--- config.mk ---
export PLATFORM = sky130hd
export DESIGN_NAME = spi_tx_src_arbiter_flat
export DESIGN_NICKNAME = d
export VERILOG_FILES = /design/src/rtl/spi_tx_src_arbiter_pkg.sv /design/src/rtl/spi_tx_src_arbiter_if.sv /design/src/rtl/spi_tx_src_arbiter_rr_pick3.sv /design/src/rtl/spi_tx_src_arbiter.sv /design/src/flat_wrapper.sv
export SDC_FILE = /design/constraint.sdc
export NUM_CORES = 1
export LEC_CHECK = 0
export BUFFER_PORTS_ARGS = -buffer_cell sky130_fd_sc_hd__buf_4
export CORE_ASPECT_RATIO = 1.5
export CORE_UTILIZATION = 35
export CTS_BUF_LIST = sky130_fd_sc_hd__clkbuf_2 sky130_fd_sc_hd__clkbuf_4 sky130_fd_sc_hd__clkbuf_8
export DETAILED_ROUTE_END_ITERATION = 12
export RECOVER_POWER = 50
export SETUP_SLACK_MARGIN = 0.1
export SYNTH_ARGS = -nofsm -noshare
export SYNTH_HDL_FRONTEND = slang
export SYNTH_HIERARCHICAL = 1
export SYNTH_SLANG_ARGS = --single-unit
--- constraint.sdc ---
create_clock -name clk -period 1.89 [get_ports clk]
set_input_delay 0.0945 -clock clk [delete_from_list [all_inputs] [get_ports clk]]
set_output_delay 0.0945 -clock clk [all_outputs]
set_load 0.005 [all_outputs]
--- src/rtl/spi_tx_src_arbiter_pkg.sv ---
// +----------------------------------------------------------------------------+
// | spi_arb_pkg : FSM encoding and constants for the SPI source arbiter (r1.0) |
// +----------------------------------------------------------------------------+
`default_nettype none

package spi_arb_pkg;

  localparam int         N_SRC    = 3;
  localparam logic [1:0] SEL_NONE = 2'd3;

  typedef enum logic [2:0] {
    ST_IDLE  = 3'd0,
    ST_LOAD  = 3'd1,
    ST_START = 3'd2,
    ST_WAIT  = 3'd3,
    ST_ACK   = 3'd4
  } state_e;

  // Successor index modulo N_SRC; an out-of-range pointer restarts at source 0.
  function automatic logic [1:0] rr_next(input logic [1:0] ptr);
    return (ptr >= 2'd2) ? 2'd0 : ptr + 2'd1;
  endfunction

endpackage

`default_nettype wire

--- src/rtl/spi_tx_src_arbiter_if.sv ---
// +----------------------------------------------------------------------------+
// | spi_tx_src_arbiter_if : request/data/SPI-engine bundle of the arbiter (r1.0)|
// +----------------------------------------------------------------------------+
`default_nettype none

interface spi_tx_src_arbiter_if
  import spi_arb_pkg::*;
#(
  parameter int DATA_W = 8
);

  logic [N_SRC-1:0]  req;
  logic [DATA_W-1:0] in1;
  logic [DATA_W-1:0] in2;
  logic [DATA_W-1:0] in3;
  logic              tx_busy;
  logic              tx_done;
  logic [1:0]        sel;
  logic [DATA_W-1:0] tx_data;
  logic              tx_start;
  logic [N_SRC-1:0]  gnt;
  logic [N_SRC-1:0]  ack;
  logic              timeout_err;

  modport master (
    input  req, in1, in2, in3, tx_busy, tx_done,
    output sel, tx_data, tx_start, gnt, ack, timeout_err
  );

  modport slave (
    output req, in1, in2, in3, tx_busy, tx_done,
    input  sel, tx_data, tx_start, gnt, ack, timeout_err
  );

endinterface

`default_nettype wire

--- src/rtl/spi_tx_src_arbiter_rr_pick3.sv ---
// +----------------------------------------------------------------------------+
// | rr_pick3 : combinational round-robin picker, scan starts after last_ptr (r1.0)|
// +----------------------------------------------------------------------------+
`default_nettype none

module rr_pick3
  import spi_arb_pkg::*;
(
  input  logic [N_SRC-1:0] req_i,
  input  logic [1:0]       last_ptr_i,
  output logic [N_SRC-1:0] gnt_nxt_o,
  output logic [1:0]       idx_nxt_o,
  output logic             valid_o
);

  always_comb begin
    logic [1:0] cand;
    gnt_nxt_o = '0;
    idx_nxt_o = SEL_NONE;
    valid_o   = 1'b0;
    cand      = rr_next(last_ptr_i);
    for (int k = 0; k < N_SRC; k++) begin
      if (!valid_o && req_i[cand]) begin
        valid_o         = 1'b1;
        idx_nxt_o       = cand;
        gnt_nxt_o[cand] = 1'b1;
      end
      cand = rr_next(cand);
    end
  end

endmodule

`default_nettype wire

--- src/rtl/spi_tx_src_arbiter.sv ---
// +----------------------------------------------------------------------------+
// | spi_tx_src_arbiter : 3-source round-robin byte sequencer for the SPI TX.   |
// | Optional WAIT watchdog enabled by defining ARB_TIMEOUT_EN.  Rev 1.0        |
// +----------------------------------------------------------------------------+
`default_nettype none

module spi_tx_src_arbiter
  import spi_arb_pkg::*;
#(
  parameter int DATA_W      = 8,
  parameter int TIMEOUT_CYC = 1024
)(
  input  logic                        clk,
  input  logic                        rst_n,
  spi_tx_src_arbiter_if.master        bus
);

  state_e            state_q;
  logic [1:0]        last_ptr_q;
  logic [1:0]        sel_q;
  logic [N_SRC-1:0]  gnt_q;
  logic [N_SRC-1:0]  ack_q;
  logic [DATA_W-1:0] tx_data_q;

  logic [N_SRC-1:0]  gnt_d;
  logic [1:0]        idx_d;
  logic              req_valid;
  logic [DATA_W-1:0] data_d;
  logic              tmo_expire;

  rr_pick3 u_pick (
    .req_i      (bus.req),
    .last_ptr_i (last_ptr_q),
    .gnt_nxt_o  (gnt_d),
    .idx_nxt_o  (idx_d),
    .valid_o    (req_valid)
  );

  always_comb begin
    data_d = bus.in3;
    case (idx_d)
      2'd0:    data_d = bus.in1;
      2'd1:    data_d = bus.in2;
      default: data_d = bus.in3;
    endcase
  end

`ifdef ARB_TIMEOUT_EN
  localparam int CNT_W = (TIMEOUT_CYC > 2) ? $clog2(TIMEOUT_CYC) : 1;

  logic [CNT_W-1:0] cnt_q;

  // Held at zero outside WAIT, so the first WAIT cycle always sees 0.
  always_ff @(posedge clk or negedge rst_n) begin
    if (!rst_n) begin
      cnt_q <= '0;
    end else if (state_q != ST_WAIT) begin
      cnt_q <= '0;
    end else begin
      cnt_q <= cnt_q + 1'b1;
    end
  end

  assign tmo_expire      = (state_q == ST_WAIT) && !bus.tx_done &&
                           (cnt_q == CNT_W'(TIMEOUT_CYC - 1));
  assign bus.timeout_err = tmo_expire;
`else
  assign tmo_expire      = 1'b0;
  assign bus.timeout_err = 1'b0 & (TIMEOUT_CYC < 2);
`endif

  always_ff @(posedge clk or negedge rst_n) begin
    if (!rst_n) begin
      state_q    <= ST_IDLE;
      last_ptr_q <= 2'd2;
      sel_q      <= SEL_NONE;
      gnt_q      <= '0;
      ack_q      <= '0;
      tx_data_q  <= '0;
    end else begin
      ack_q <= '0;
      case (state_q)
        ST_IDLE: begin
          if (req_valid) begin
            gnt_q     <= gnt_d;
            sel_q     <= idx_d;
            tx_data_q <= data_d;
            state_q   <= ST_LOAD;
          end
        end
        ST_LOAD: begin
          state_q <= ST_START;
        end
        ST_START: begin
          if (!bus.tx_busy) begin
            state_q <= ST_WAIT;
          end
        end
        ST_WAIT: begin
          if (bus.tx_done) begin
            ack_q   <= gnt_q;
            state_q <= ST_ACK;
          end else if (tmo_expire) begin
            last_ptr_q <= sel_q;
            gnt_q      <= '0;
            sel_q      <= SEL_NONE;
            state_q    <= ST_IDLE;
          end
        end
        ST_ACK: begin
          last_ptr_q <= sel_q;
          gnt_q      <= '0;
          sel_q      <= SEL_NONE;
          state_q    <= ST_IDLE;
        end
        default: begin
          state_q <= ST_IDLE;
        end
      endcase
    end
  end

  // The start pulse must land in the very cycle the engine reports idle.
  assign bus.tx_start = (state_q == ST_START) && !bus.tx_busy;
  assign bus.sel      = sel_q;
  assign bus.gnt      = gnt_q;
  assign bus.ack      = ack_q;
  assign bus.tx_data  = tx_data_q;

endmodule

`default_nettype wire

--- src/flat_wrapper.sv ---
// flat-port wrapper written by rule: the top's interface ports become plain ports
module spi_tx_src_arbiter_flat import spi_arb_pkg::*;
#(
  parameter int DATA_W      = 8,
  parameter int TIMEOUT_CYC = 1024
)
  (clk, rst_n, bus_req, bus_in1, bus_in2, bus_in3, bus_tx_busy, bus_tx_done, bus_sel, bus_tx_data, bus_tx_start, bus_gnt, bus_ack, bus_timeout_err);
  spi_tx_src_arbiter_if #(.DATA_W(DATA_W)) bus_i ();
  input  logic clk;
  input  logic rst_n;
  input wire logic [$bits(bus_i.req)-1:0] bus_req;
  input wire logic [$bits(bus_i.in1)-1:0] bus_in1;
  input wire logic [$bits(bus_i.in2)-1:0] bus_in2;
  input wire logic [$bits(bus_i.in3)-1:0] bus_in3;
  input wire logic [$bits(bus_i.tx_busy)-1:0] bus_tx_busy;
  input wire logic [$bits(bus_i.tx_done)-1:0] bus_tx_done;
  output wire logic [$bits(bus_i.sel)-1:0] bus_sel;
  output wire logic [$bits(bus_i.tx_data)-1:0] bus_tx_data;
  output wire logic [$bits(bus_i.tx_start)-1:0] bus_tx_start;
  output wire logic [$bits(bus_i.gnt)-1:0] bus_gnt;
  output wire logic [$bits(bus_i.ack)-1:0] bus_ack;
  output wire logic [$bits(bus_i.timeout_err)-1:0] bus_timeout_err;
  assign bus_i.req = bus_req;
  assign bus_i.in1 = bus_in1;
  assign bus_i.in2 = bus_in2;
  assign bus_i.in3 = bus_in3;
  assign bus_i.tx_busy = bus_tx_busy;
  assign bus_i.tx_done = bus_tx_done;
  assign bus_sel = bus_i.sel;
  assign bus_tx_data = bus_i.tx_data;
  assign bus_tx_start = bus_i.tx_start;
  assign bus_gnt = bus_i.gnt;
  assign bus_ack = bus_i.ack;
  assign bus_timeout_err = bus_i.timeout_err;
  spi_tx_src_arbiter #(.DATA_W(DATA_W), .TIMEOUT_CYC(TIMEOUT_CYC)) u_core (.clk(clk), .rst_n(rst_n), .bus(bus_i));
endmodule
; Yosys cells after proc, flatten, opt, wreduce, memory -nomap -nowiden
; Cells that the tools add are included.
; W data, S select, Z words.
[classes]
n_addsub = 3
mul = 0
div_mod_pow = 0
magnitude_cmp = 9
n_eq_ne = 8
shifts = 0
n_mux = 35
bitwise_logic = 2
reduce_logical = 15
[ops]
columns = cell, n
row1 = $mux W3, 9
row2 = $pmux W8 S2, 1
row3 = $mux W2, 7
row4 = $pmux W3 S4, 1
row5 = $lt A2 B3 Y1 const B, 3
row6 = $mux W1, 9
row7 = $add A2 B1 Y2 const B, 3
row8 = $bmux W1 S2, 3
row9 = $demux W1 S2, 3
row10 = $eq A3 B2 Y1 const B, 2
row11 = $ge A2 B1 Y1 const B, 3
row12 = $ge A2 B2 Y1 const B, 3
row13 = $logic_and A1 B1 Y1, 6
row14 = $or A3 B3 Y3, 2
row15 = $pmux W3 S2, 1
row16 = $ne A2 B2 Y1 const B, 2
row17 = $pmux W2 S2, 1
row18 = $reduce_and A2 Y1, 2
row19 = $eq A3 B1 Y1 const B, 1
row20 = $eq A3 B3 Y1 const B, 1
row21 = $logic_not A1 Y1, 3
row22 = $logic_not A3 Y1, 1
row23 = $reduce_and A3 Y1, 1
row24 = $eq A2 B1 Y1 const B, 1
row25 = 3 further kinds, 3
[word_totals]
register_bits = 21
latch_bits = 0
mem_bits_rw = 0
rom_bits = 0
in_bits = 31
output_inout_bits = 18
word_cells = 78
memories = 0

; Depth between registers and ports, before layout
; Gate-level depths: netlist of run 1.
[logic_depth]
ltp_word = 14
depth_mapped = 7
depth_no_buf = 6

; Cells and area by module
; Netlist of run 1, hierarchy kept.
[by_module_without_submodules]
columns = mod, n_inst, cells_each, area_per_inst_um2, seq_area_each_um2
row1 = spi_tx_src_arbiter, 1, 99, 1069.8, 529.3
row2 = rr_pick3, 1, 16, 93.8, 0.0

; Worst setup path after synthesis of run 1
; No wires, ideal clock.
[synth_path]
path_type = register -> register
start = reg u_core.last_ptr_q[1]
end = reg u_core.tx_data_q[5] (netlist: u_core/bus.tx_data[5])
setup_time_ps = 119
arrival_time_ps = 1740
required_ps = 1771
slack_ps = 31
path_stages_with_launch = 8
n_path_buf = 1
synth_period_minus_slack_ps = 1859
path_cell_list = dfstp_2 mux2i_1 nand2_1 o21ai_0 clkbuf_1 mux2_2 mux2i_1 o21ai_2
[synth_between]
elab_chain_len = 13
elab_cells_between_ends = 29
cone_classes = 3 x add/sub / 3 x order compare / 1 x eq/ne / 16 x mux / 6 x reduce/logical
[synth_lines]
columns = item, line_no
row1 = from (decl), spi_tx_src_arbiter.sv:19  ; logic [1:0] last_ptr_q;
row2 = from (signal assigned), spi_tx_src_arbiter.sv:104  ; last_ptr_q <= sel_q;
row3 = from (signal assigned), spi_tx_src_arbiter.sv:111  ; last_ptr_q <= sel_q;
row4 = $add A2 B1 Y2 / $ge A2 B2 Y1 (equally long branches), spi_tx_src_arbiter_pkg.sv:21  ; return (ptr >= 2'd2) ? 2'd0 : ptr + 2'd1;
row5 = $mux W2 (*), spi_tx_src_arbiter_pkg.sv:21
row6 = branches (longest 8 deep; another with $add A2 B1 Y2), n/a
row7 = $mux W2 (*), spi_tx_src_arbiter_rr_pick3.sv:23  ; if (!valid_o && req_i[cand]) begin
row8 = net u_core.idx_d[0], spi_tx_src_arbiter.sv:26  ; logic [1:0] idx_d;
row9 = $eq A2 B1 Y1 / $logic_not A2 Y1 (equally long branches), spi_tx_src_arbiter.sv:41  ; case (idx_d)
row10 = $pmux W8 S2 (*), spi_tx_src_arbiter.sv:41
row11 = to (signal assigned), spi_tx_src_arbiter.sv:87  ; tx_data_q <= data_d;
row12 = to (decl), spi_tx_src_arbiter.sv:23  ; logic [DATA_W-1:0] tx_data_q;
; Mark *: on every way through the listed nets, which the timed path passes. The select of a mux whose other input is x is not followed.
; A chain may end at the register's enable or synchronous reset.

; Final worst setup path of run 1
[layout_path]
start = reg u_core.last_ptr_q[1]
end = reg u_core.tx_data_q[0] (netlist: u_core/bus.tx_data[0])
; The elaborated chain is that of the path after synthesis.

==> results of run 1 <==
-- state kept, by name, summed over array words and instances (netlist names) --
register,flops
u_core/bus.tx_data,8
u_core/bus.ack,3
u_core/last_ptr_q,2
u_core/bus.sel,2
u_core/state_q,3
u_core/bus.gnt,3
-- worst min-delay path, cell delays in order --
cell	delay, ns
buf_4	0.08
nand2b_1	0.09
a211oi_1	0.07
-- synth_stat cells, drive strengths merged, types with 2 or more instances --
cell type / n / area (sq um)
and2b: 2 / 15.0
o21ai: 16 / 87.6
and2: 4 / 25.0
nor2b: 6 / 40.0
a31oi: 3 / 18.8
nor2: 4 / 15.0
buf: 5 / 45.0
nor3: 4 / 20.0
mux2i: 9 / 90.1
a21oi: 4 / 20.0
dfrtp: 18 / 450
mux2: 10 / 113
clkbuf: 3 / 12.5
dfstp: 3 / 78.8
o21a: 2 / 15.0
nand2: 11 / 41.3
-- area by class of cell --
cell class | instances | area (sq um) | area share [%]
clock buffer | 3 | 41.3 | 2.56
clock inverter | 1 | 5.00 | 0.311
inverter | 1 | 3.75 | 0.233
multi-input combinational | 85 | 577 | 35.8
sequential | 21 | 529 | 32.9
tap | 40 | 50.0 | 3.11
timing repair buffer | 54 | 404 | 25.1
-- through the flow --
step                      utilization [%]  hold WS [ns]  cell area, sq um
after global routing                 51.0         0.109              1610
after detailed placement             49.2      -0.00941              1550
after CTS                            51.0         0.108              1610
after global placement               49.2      -0.00825              1550
after floorplan                         -        -0.201              1160
final                                51.0         0.113              1610
-- power by group through the flow --
stage | sequential [mW] | clock (mW) | combinational (mW)
after CTS | 0.831 | 0.301 | 0.966
after detailed placement | 0.839 | 0 | 0.962
final | 0.826 | 0.289 | 0.948
after floorplan | 0.812 | 0 | 0.589
after global routing | 0.859 | 0.324 | 1.07
after global placement | 0.828 | 0 | 0.945
-- what timing repair did --
item / in CTS / in global routing
endpoints found under the hold margin: 21 / 0
hold buffers: 1 / 0
endpoints found under the setup margin: 0 / 8
gates resized for setup: 0 / 2
-- per-layer routing --
layer	global-route usage, %	vias to the layer above
li1	-	502
met1	17.9	461
met2	29.5	34
met3	2.92	6
met4	9.48	0
met5	0	-
-- placed cells by master (no fill, tap or decap) --
cell / n
and3_1: 1
nor2b_2: 1
or2_2: 1
o21ai_1: 7
inv_1: 1
clkbuf_1: 1
nor2_1: 4
nor3b_1: 1
buf_4: 44
a211oi_1: 1
or3_1: 1
o21ai_0: 6
clkinv_2: 1
nor3_1: 4
mux2i_1: 9
clkbuf_4: 8
o21ai_2: 3
dfrtp_1: 18
o22ai_1: 1
dlygate4sd3_1: 1
or4b_4: 1
a31oi_1: 3
and2_1: 4
dfstp_2: 3
nand2_1: 11
and2b_1: 2
a21oi_1: 4
clkbuf_8: 3
o21a_1: 2
or3b_2: 1
nand2b_1: 1
mux2_2: 10
conb_1: 1
nor2b_1: 5
-- path summary, 6_finish.rpt --
check	from	to	slack, ns	cells after the start
min in group asynchronous	rst_n	u_core/bus.tx_data[6]	0.57	2
min	bus_tx_done	u_core/state_q[0]	0.11	3
max reg2reg	u_core/last_ptr_q[1]	u_core/bus.tx_data[0]	0.21	7
max	u_core/last_ptr_q[1]	u_core/bus.tx_data[0]	0.21	7
max in group asynchronous	rst_n	u_core/bus.ack[2]	0.66	2
min reg2reg	u_core/bus.tx_data[5]	u_core/bus.tx_data[5]	0.48	2
-- kinds of logic (layout without fill, tap and decap cells) --
family	after synthesis	count (layout)	synth area share, %
other	1	1	0.322
flip-flops	21	21	45.5
multiplexers	19	19	17.4
AO/OA/AOI/OAI	27	27	13.3
buffers and inverters	9	59	5.27
AND/OR/NAND/NOR	38	38	18.2
==> results.sh, run 1 <==
export IMPL_ys_seq_elements=21
export IMPL_hp_class="in2reg"
export IMPL_grt_antenna_before_repair=0
export IMPL_syn2layout_area_growth_pct=38.4
export IMPL_io_buffers=47
export IMPL_swShare_pct=34.9
export IMPL_worstMarginPinSlew_ns=1.11
export IMPL_synth_flop_cell="dfrtp_1"
export IMPL_criticalPathCategory="reg2reg"
export IMPL_syn_nets=146
export IMPL_worst_slack_ns=0.209
export IMPL_cpMaxStageDelayCell="dfstp_2"
export IMPL_setup_viol=0
export IMPL_drcViolationCount=0
export IMPL_cts_root_buffer_cell="clkbuf_8"
export IMPL_crit_path_frequent_cell="mux2i_1"
export IMPL_worst_skew_pair_late_latency_ns=0.26
export IMPL_cts_buffers=3
export IMPL_ctsLongestPathBuffers=2
export IMPL_finalPower_mw=2.06
export IMPL_start_util_pct=36.8
export IMPL_drive_gt1_share_pct=46.1
export IMPL_yosys_warnings=6
export IMPL_yosys_cell_types_count=33
export IMPL_route_vias_total=1003
export IMPL_met3WireLength_um=134
export IMPL_cts_setup_buffers=0
export IMPL_antenna_left=0
export IMPL_rsz0062_at_grt="false"
export IMPL_outcome="completed"
export IMPL_critPathArrivalTime_ns=1.82
export IMPL_p_sw_mw=0.720
export IMPL_rows=25
export IMPL_viasPerCell=4.89
export IMPL_synth_edf_count=0
export IMPL_clock_sinks=21
export IMPL_grt_pass1_vias=995
export IMPL_routedWlPerCell_um=12.5
export IMPL_powerDensity_nw_per_um2=1280
export IMPL_crit_path_start_kind="register"
export IMPL_slew_headroom_pct=26.2
export IMPL_place_congestion=0.795
export IMPL_dr_wl_met2_um=1330
export IMPL_die_x_um=49.1
export IMPL_cts_tree="built"
export IMPL_ir_worst_vdd_mv=0.716
export IMPL_post_place_ws_ns=0.175
export IMPL_grt_max_degree=22
export IMPL_dp_hpwl_um=2000
export IMPL_avgSynthCellArea_sq_um=10.1
export IMPL_worstPathRequired_ns=2.03
export IMPL_top_layer_used="met4"
export IMPL_die_area_sq_um=3560
export IMPL_htree_levels=1
export IMPL_max_freq_mhz=595
export IMPL_crit_path_cell_trace="mux2i_1 -> nand2_1 -> o21ai_2 -> buf_4 -> mux2_2 -> mux2i_1 -> o21ai_1"
export IMPL_fin_cells=205
export IMPL_die_h_um=72.6
export IMPL_internal_power_mw=1.34
export IMPL_fin_setup_tns_ns=0
export IMPL_cpLargestDelayFamily="multiplexers"
export IMPL_fillers=285
export IMPL_yosysSeqAreaShare_pct=45.5
export IMPL_wl_um=2570
export IMPL_clk_pin_slew_ns=0.07
export IMPL_grt_pass1_wl_um=4430
export IMPL_first_pass_iters=4
export IMPL_met1Wirelength_um=1030
export IMPL_crit_buf_inv=1
export IMPL_maxCapViolCount=0
export IMPL_ys_async_sr_fraction_pct=100
export IMPL_grt_total_usage_pct=16.4
export IMPL_fin_nets=197
export IMPL_synth_area_sq_um=1160
export IMPL_drtIter0Drc=11
export IMPL_period_share_pct=88.9
export IMPL_crit_path_max_fanout=5
export IMPL_fin_skew_ns=0.00343
export IMPL_power_frac_seq_pct=40.0
export IMPL_grt_overflow=0
export IMPL_hold_violations=0
export IMPL_pin_count=49
export IMPL_finalWorstPathRequiredPeriod_ns=1.68
export IMPL_antennaDiodeCount=0
export IMPL_report_final_slew_viol_count=0
export IMPL_dp_cells=200
export IMPL_p_leak_nw=0.775
export IMPL_cpPeakStageDelay_ns=0.54
export IMPL_core_sq_um=3160
export IMPL_power_frac_clock_pct=14.0
export IMPL_crit_path_end_kind="register"
export IMPL_p_comb_share_pct=45.9
export IMPL_netlist_instances=115
Note: power is estimated with default switching activity, not from simulation.
==> inputs of run 2 (changes only) <==
==> constraint.sdc (replaced) <==
create_clock -name clk -period 1.5 [get_ports clk]
set_input_delay 0.075 -clock clk [delete_from_list [all_inputs] [get_ports clk]]
set_output_delay 0.075 -clock clk [all_outputs]
set_load 0.005 [all_outputs]
==> run 2 against run 1 <==
  * The run now ends with negative setup slack left
  * Flip-flop and latch count is the same
  * Core utilization is 4.0 points higher
  * Count of clock-buffer cells in the layout grew 1
  * Die area unchanged
  * Non-clock buffer count grew 5
  * Via count rose by 2.1%
  * Sequential power increased by 20%
  * Worst setup slack worse by 0.37 ns
  * Clock power grew 34%
  * Sequential share of layout area shrank 2.4 points
  * Largest cell class unchanged
==> results.sh, run 2 (synthesized netlist as in run 1, its figures left out) <==
export IMPL_clk_pin_slew_ns=0.07
export IMPL_crit_path_start_kind="register"
export IMPL_grtUsageMet2_pct=30.4
export IMPL_worstReg2RegStart="u_core/last_ptr_q[1]"
export IMPL_crit_path_max_fanout=9
export IMPL_critPathArrivalTime_ns=1.81
export IMPL_setup_viol=8
export IMPL_fin_nets=202
export IMPL_p_leak_nw=0.855
export IMPL_worstMarginPinSlew_ns=0.530
export IMPL_regArea_sq_um=529
export IMPL_fin_skew_ns=0.00190
export IMPL_grt_total_usage_pct=16.3
export IMPL_io_buffers=47
export IMPL_hold_violations=0
export IMPL_worstPathRequired_ns=1.65
export IMPL_route_vias_total=1024
export IMPL_rsz0062_at_grt="true"
export IMPL_worst_slack_ns=-0.162
export IMPL_htree_levels=1
export IMPL_core_sq_um=3160
export IMPL_grt_antenna_before_repair=0
export IMPL_dp_hpwl_um=2020
export IMPL_holdWs_ns=0.0810
export IMPL_period_share_pct=111
export IMPL_cts_root_buffer_cell="clkbuf_8"
export IMPL_powerDensity_nw_per_um2=1640
export IMPL_startpoint="u_core/last_ptr_q[1]"
export IMPL_place_congestion=0.755
export IMPL_ctsLongestPathBuffers=2
export IMPL_finalInstanceArea_sq_um=1740
export IMPL_cts_buffers=3
export IMPL_grt_pass1_wl_um=4460
export IMPL_final_common_cell="buf_4"
export IMPL_drtIter0Drc=27
export IMPL_grt_pass1_vias=1059
export IMPL_start_util_pct=36.8
export IMPL_antenna_left=0
export IMPL_die_h_um=72.6
export IMPL_hp_class="in2reg"
export IMPL_final_util_pct=54.9
export IMPL_report_final_slew_viol_count=0
export IMPL_finalWorstPathRequiredPeriod_ns=1.66
export IMPL_clock_sinks=21
export IMPL_maxCapViolCount=0
export IMPL_outcome="finished with violations"
export IMPL_pin_count=49
export IMPL_worst_skew_pair_late_latency_ns=0.26
export IMPL_die_area_sq_um=3560
export IMPL_postPlaceCellArea_sq_um=1620
export IMPL_final_cell_mix="buf_4, dfrtp_1, nand2_1"
export IMPL_largest_reg_flops=8
export IMPL_worstHoldStart="bus_tx_done"
export IMPL_multi_input_area_sq_um=637
export IMPL_routedWlPerCell_um=13.2
export IMPL_dp_cells=203
export IMPL_rows=25
export IMPL_die_x_um=49.1
export IMPL_viasPerCell=4.88
export IMPL_grt_overflow=0
export IMPL_grt_busiest_layer="met2"
export IMPL_grtUsageMet1_pct=17.3
export IMPL_ir_worst_vdd_mv=0.757
export IMPL_violations="negative setup slack"
export IMPL_finalPower_mw=2.84
export IMPL_fillers=277
export IMPL_wl_um=2760
export IMPL_criticalPathCategory="reg2reg"
export IMPL_drive_gt1_share_pct=51.8
export IMPL_drcViolationCount=0
export IMPL_slew_headroom_pct=64.6
export IMPL_max_freq_mhz=602
export IMPL_grt_max_degree=22
export IMPL_cts_tree="built"
export IMPL_crit_path_end_kind="register"
export IMPL_met3_usage_pct=3.13
export IMPL_first_pass_iters=4
export IMPL_antennaDiodeCount=0
export IMPL_syn2layout_area_growth_pct=49.1
export IMPL_fin_cells=210
-- run 2: changes by cell type in the layout (fill, tap and decap cells not counted), sizes merged --
cell,previous run,this run
buf,44,53
clkbuf,12,9
clkinv,1,0
-- run 2: final cells by class --
cell class	count	share of cell area, %
multi-input combinational	85	36.7
sequential	21	30.5
timing repair buffer	59	26.9
tap	40	2.88
clock buffer	4	2.81
inverter	1	0.216
-- run 2: worst paths after layout --
path	end	slack, ns	cells past startpoint
max	u_core/bus.tx_data[6]	-0.16	7
min	u_core/state_q[0]	0.08	3
max reg2reg	u_core/bus.tx_data[6]	-0.16	7
min reg2reg	u_core/bus.tx_data[5]	0.48	2
max in group asynchronous	u_core/last_ptr_q[1]	0.81	2
min in group asynchronous	u_core/bus.tx_data[0]	0.32	2
-- run 2: stage by stage --
stage / setup TNS, ns / setup WS (ns)
2_1_floorplan: -1.32 / -0.183
3_3_place_gp: -1.37 / -0.181
3_5_place_dp: -1.64 / -0.213
4_1_cts: -1.30 / -0.171
5_1_grt: -1.83 / -0.258
6_report: -1.20 / -0.162
-- run 2: routing by layer --
layer  share of wire [%]  routed length [um]
met4                 1.5                  41
met3                 7.0                 194
met5                   0                   0
met2                  52                1430
met1                  40                1100
-- run 2: timing repair --
action	4_1_cts	5_1_grt
gates resized for setup	5	8
hold buffers	1	0
pin swaps	0	1
setup endpoints to repair	10	11
buffers inserted	1	0
hold endpoints to repair	21	0
cloned	0	1
-- run 2: critical path, stage by stage (launching register included) --
cell	delay, ns
dfstp_2	0.54
mux2i_1	0.18
nand2_1	0.08
o21ai_2	0.08
buf_12	0.16
mux2_4	0.29
mux2i_1	0.16
o21ai_2	0.06
-- run 2: report_power, final --
| part | leakage [nW] | switching (mW) | internal, mW |
|---|---|---|---|
| clock | 0.0262 | 0.181 | 0.207 |
| combinational | 0.571 | 0.644 | 0.814 |
| sequential | 0.258 | 0.157 | 0.837 |
| total | 0.855 | 0.982 | 1.86 |
==> inputs of run 3 (changes only) <==
--- a/config.mk
+++ b/config.mk
@@ -11,6 +11,7 @@
 export CTS_BUF_LIST = sky130_fd_sc_hd__clkbuf_2 sky130_fd_sc_hd__clkbuf_4 sky130_fd_sc_hd__clkbuf_8
 export DETAILED_ROUTE_END_ITERATION = 12
 export RECOVER_POWER = 50
+export REMOVE_ABC_BUFFERS = 1
 export SETUP_SLACK_MARGIN = 0.1
 export SYNTH_ARGS = -nofsm -noshare
 export SYNTH_HDL_FRONTEND = slang
==> run 3 against run 2 <==
  * The run still ends with negative setup slack left
  * Combinational power decreased by 3%
  * Cell count is the same
  * Largest cell class unchanged
  * Flip-flop and latch count unchanged
  * Largest power group unchanged
==> results.sh, run 3 (synthesized netlist as in run 1, its figures left out) <==
export IMPL_hp_class="in2reg"
export IMPL_worstPathRequired_ns=1.64
export IMPL_routedWlPerCell_um=12.8
export IMPL_cpMaxStageDelayCell="dfstp_2"
export IMPL_viasPerCell=4.95
export IMPL_antenna_left=0
export IMPL_startpoint="u_core/last_ptr_q[1]"
export IMPL_grt_pass1_vias=1084
export IMPL_r2r_end="u_core/bus.tx_data[7]"
export IMPL_fillers=303
export IMPL_clk_pin_slew_ns=0.08
export IMPL_outcome="finished with violations"
export IMPL_p_leak_nw=0.825
export IMPL_ctsLongestPathBuffers=2
export IMPL_crit_path_max_fanout=6
export IMPL_htree_levels=1
export IMPL_period_share_pct=111
export IMPL_worstReg2RegStart="u_core/last_ptr_q[1]"
export IMPL_worst_r2r_path_depth=7
export IMPL_grt_antenna_before_repair=0
export IMPL_slew_headroom_pct=24.5
export IMPL_crit_path_frequent_cell="mux2i_1"
export IMPL_report_final_slew_viol_count=0
export IMPL_die_h_um=72.6
export IMPL_powerDensity_nw_per_um2=1640
export IMPL_crit_path_end_kind="register"
export IMPL_die_x_um=49.1
export IMPL_fin_cells=210
export IMPL_largest_reg_flops=8
export IMPL_wl_um=2690
export IMPL_route_vias_total=1039
export IMPL_grt_overflow=0
export IMPL_grt_pass1_wl_um=4630
export IMPL_grt_total_usage_pct=16.7
export IMPL_cpPeakStageDelay_ns=0.54
export IMPL_grt_max_degree=22
export IMPL_dp_cells=204
export IMPL_setup_viol=8
export IMPL_core_sq_um=3160
export IMPL_syn2layout_area_growth_pct=44.7
export IMPL_pin_count=49
export IMPL_cts_root_buffer_cell="clkbuf_8"
export IMPL_worst_slack_ns=-0.171
export IMPL_rows=25
export IMPL_drive_gt1_share_pct=49.4
export IMPL_place_congestion=0.726
export IMPL_max_freq_mhz=598
export IMPL_finalWorstPathRequiredPeriod_ns=1.67
export IMPL_fin_skew_ns=0.00297
export IMPL_crit_path_cell_trace="mux2i_1 -> nand2_1 -> o21ai_2 -> buf_6 -> mux2_2 -> mux2i_1 -> o21ai_1"
export IMPL_ir_worst_vdd_mv=0.863
export IMPL_cts_tree="built"
export IMPL_violations="negative setup slack"
export IMPL_criticalPathCategory="reg2reg"
export IMPL_drtIter0Drc=4
export IMPL_worstMarginPinSlew_ns=1.13
export IMPL_critPathArrivalTime_ns=1.81
export IMPL_first_pass_iters=4
export IMPL_finalInstanceArea_sq_um=1680
export IMPL_clock_sinks=21
export IMPL_dp_hpwl_um=2150
export IMPL_fin_nets=202
export IMPL_crit_path_start_kind="register"
export IMPL_final_cell_mix="buf_4, dfrtp_1, nand2_1"
export IMPL_antennaDiodeCount=0
export IMPL_start_util_pct=36.8
export IMPL_io_buffers=47
export IMPL_drcViolationCount=0
export IMPL_hold_violations=0
export IMPL_finalPower_mw=2.76
export IMPL_final_common_cell="buf_4"
export IMPL_fin_setup_tns_ns=-1.31
export IMPL_critPathCapture="u_core/bus.tx_data[7]"
export IMPL_postPlaceCellArea_sq_um=1580
export IMPL_die_area_sq_um=3560
export IMPL_cts_buffers=3
export IMPL_maxCapViolCount=0
export IMPL_worst_skew_pair_late_latency_ns=0.26
export IMPL_rsz0062_at_grt="true"
export IMPL_worst_r2r_setup_slack_ns=-0.17
-- run 3: timing repair --
action,CTS,global route
hold endpoints to repair,21,0
buffers inserted,0,1
hold buffers,1,0
resized for setup,8,3
setup endpoints to repair,8,10
gates cloned,0,0
pin swaps,4,3
-- run 3: metal layers --
metal / wire length, um / track usage, % / vias up
met5: 0 / 0 / -
met4: 19 / 4.90 / 0
met3: 132 / 2.92 / 2
met2: 1550 / 32.7 / 33
met1: 995 / 17.7 / 493
li1: - / - / 511
-- run 3: layout make-up --
class / instances / area [sq um] / share of cell area, %
Multi-Input combinational cell: 85 / 606 / 36.0
Sequential cell: 21 / 529 / 31.4
Timing Repair Buffer: 59 / 449 / 26.7
Tap cell: 40 / 50.0 / 2.97
Clock buffer: 3 / 41.3 / 2.45
Clock inverter: 1 / 5.00 / 0.297
Inverter: 1 / 3.75 / 0.223
-- run 3: per-stage QoR --
step | utilization (%) | hold WS [ns] | setup WS [ns]
final | 53.3 | 0.0902 | -0.171
after detailed placement | 50.1 | -0.0236 | -0.244
after global routing | 53.3 | 0.111 | -0.301
after CTS | 52.8 | 0.0877 | -0.182
after global placement | 50.1 | -0.0224 | -0.191
after floorplan | - | -0.221 | -0.455
-- run 3: how the worst min path moves through the flow --
stage / from / to / depth (start not counted) / slack (ns)
CTS: bus_in3[7] / u_core/bus.tx_data[7] / 3 / 0.09
global placement: rst_n / u_core/bus.ack[2] / 1 / -0.02
global route: bus_tx_done / u_core/state_q[0] / 3 / 0.11
detailed placement: rst_n / u_core/bus.ack[0] / 1 / -0.02
finish: bus_in3[0] / u_core/bus.tx_data[0] / 3 / 0.09
floorplan: rst_n / u_core/bus.ack[0] / 0 / -0.22
-- run 3: critical path: cells and delay by family (launching register included) --
kind	cells	cell delay [ns]
compound gates	2	0.15
buf+inv	1	0.16
flops	1	0.54
mux	3	0.63
simple gates	1	0.08
-- run 3: where the power goes --
group | switching, mW | internal, mW
clock | 0.184 | 0.185
combinational | 0.629 | 0.778
sequential | 0.151 | 0.837
total | 0.964 | 1.80
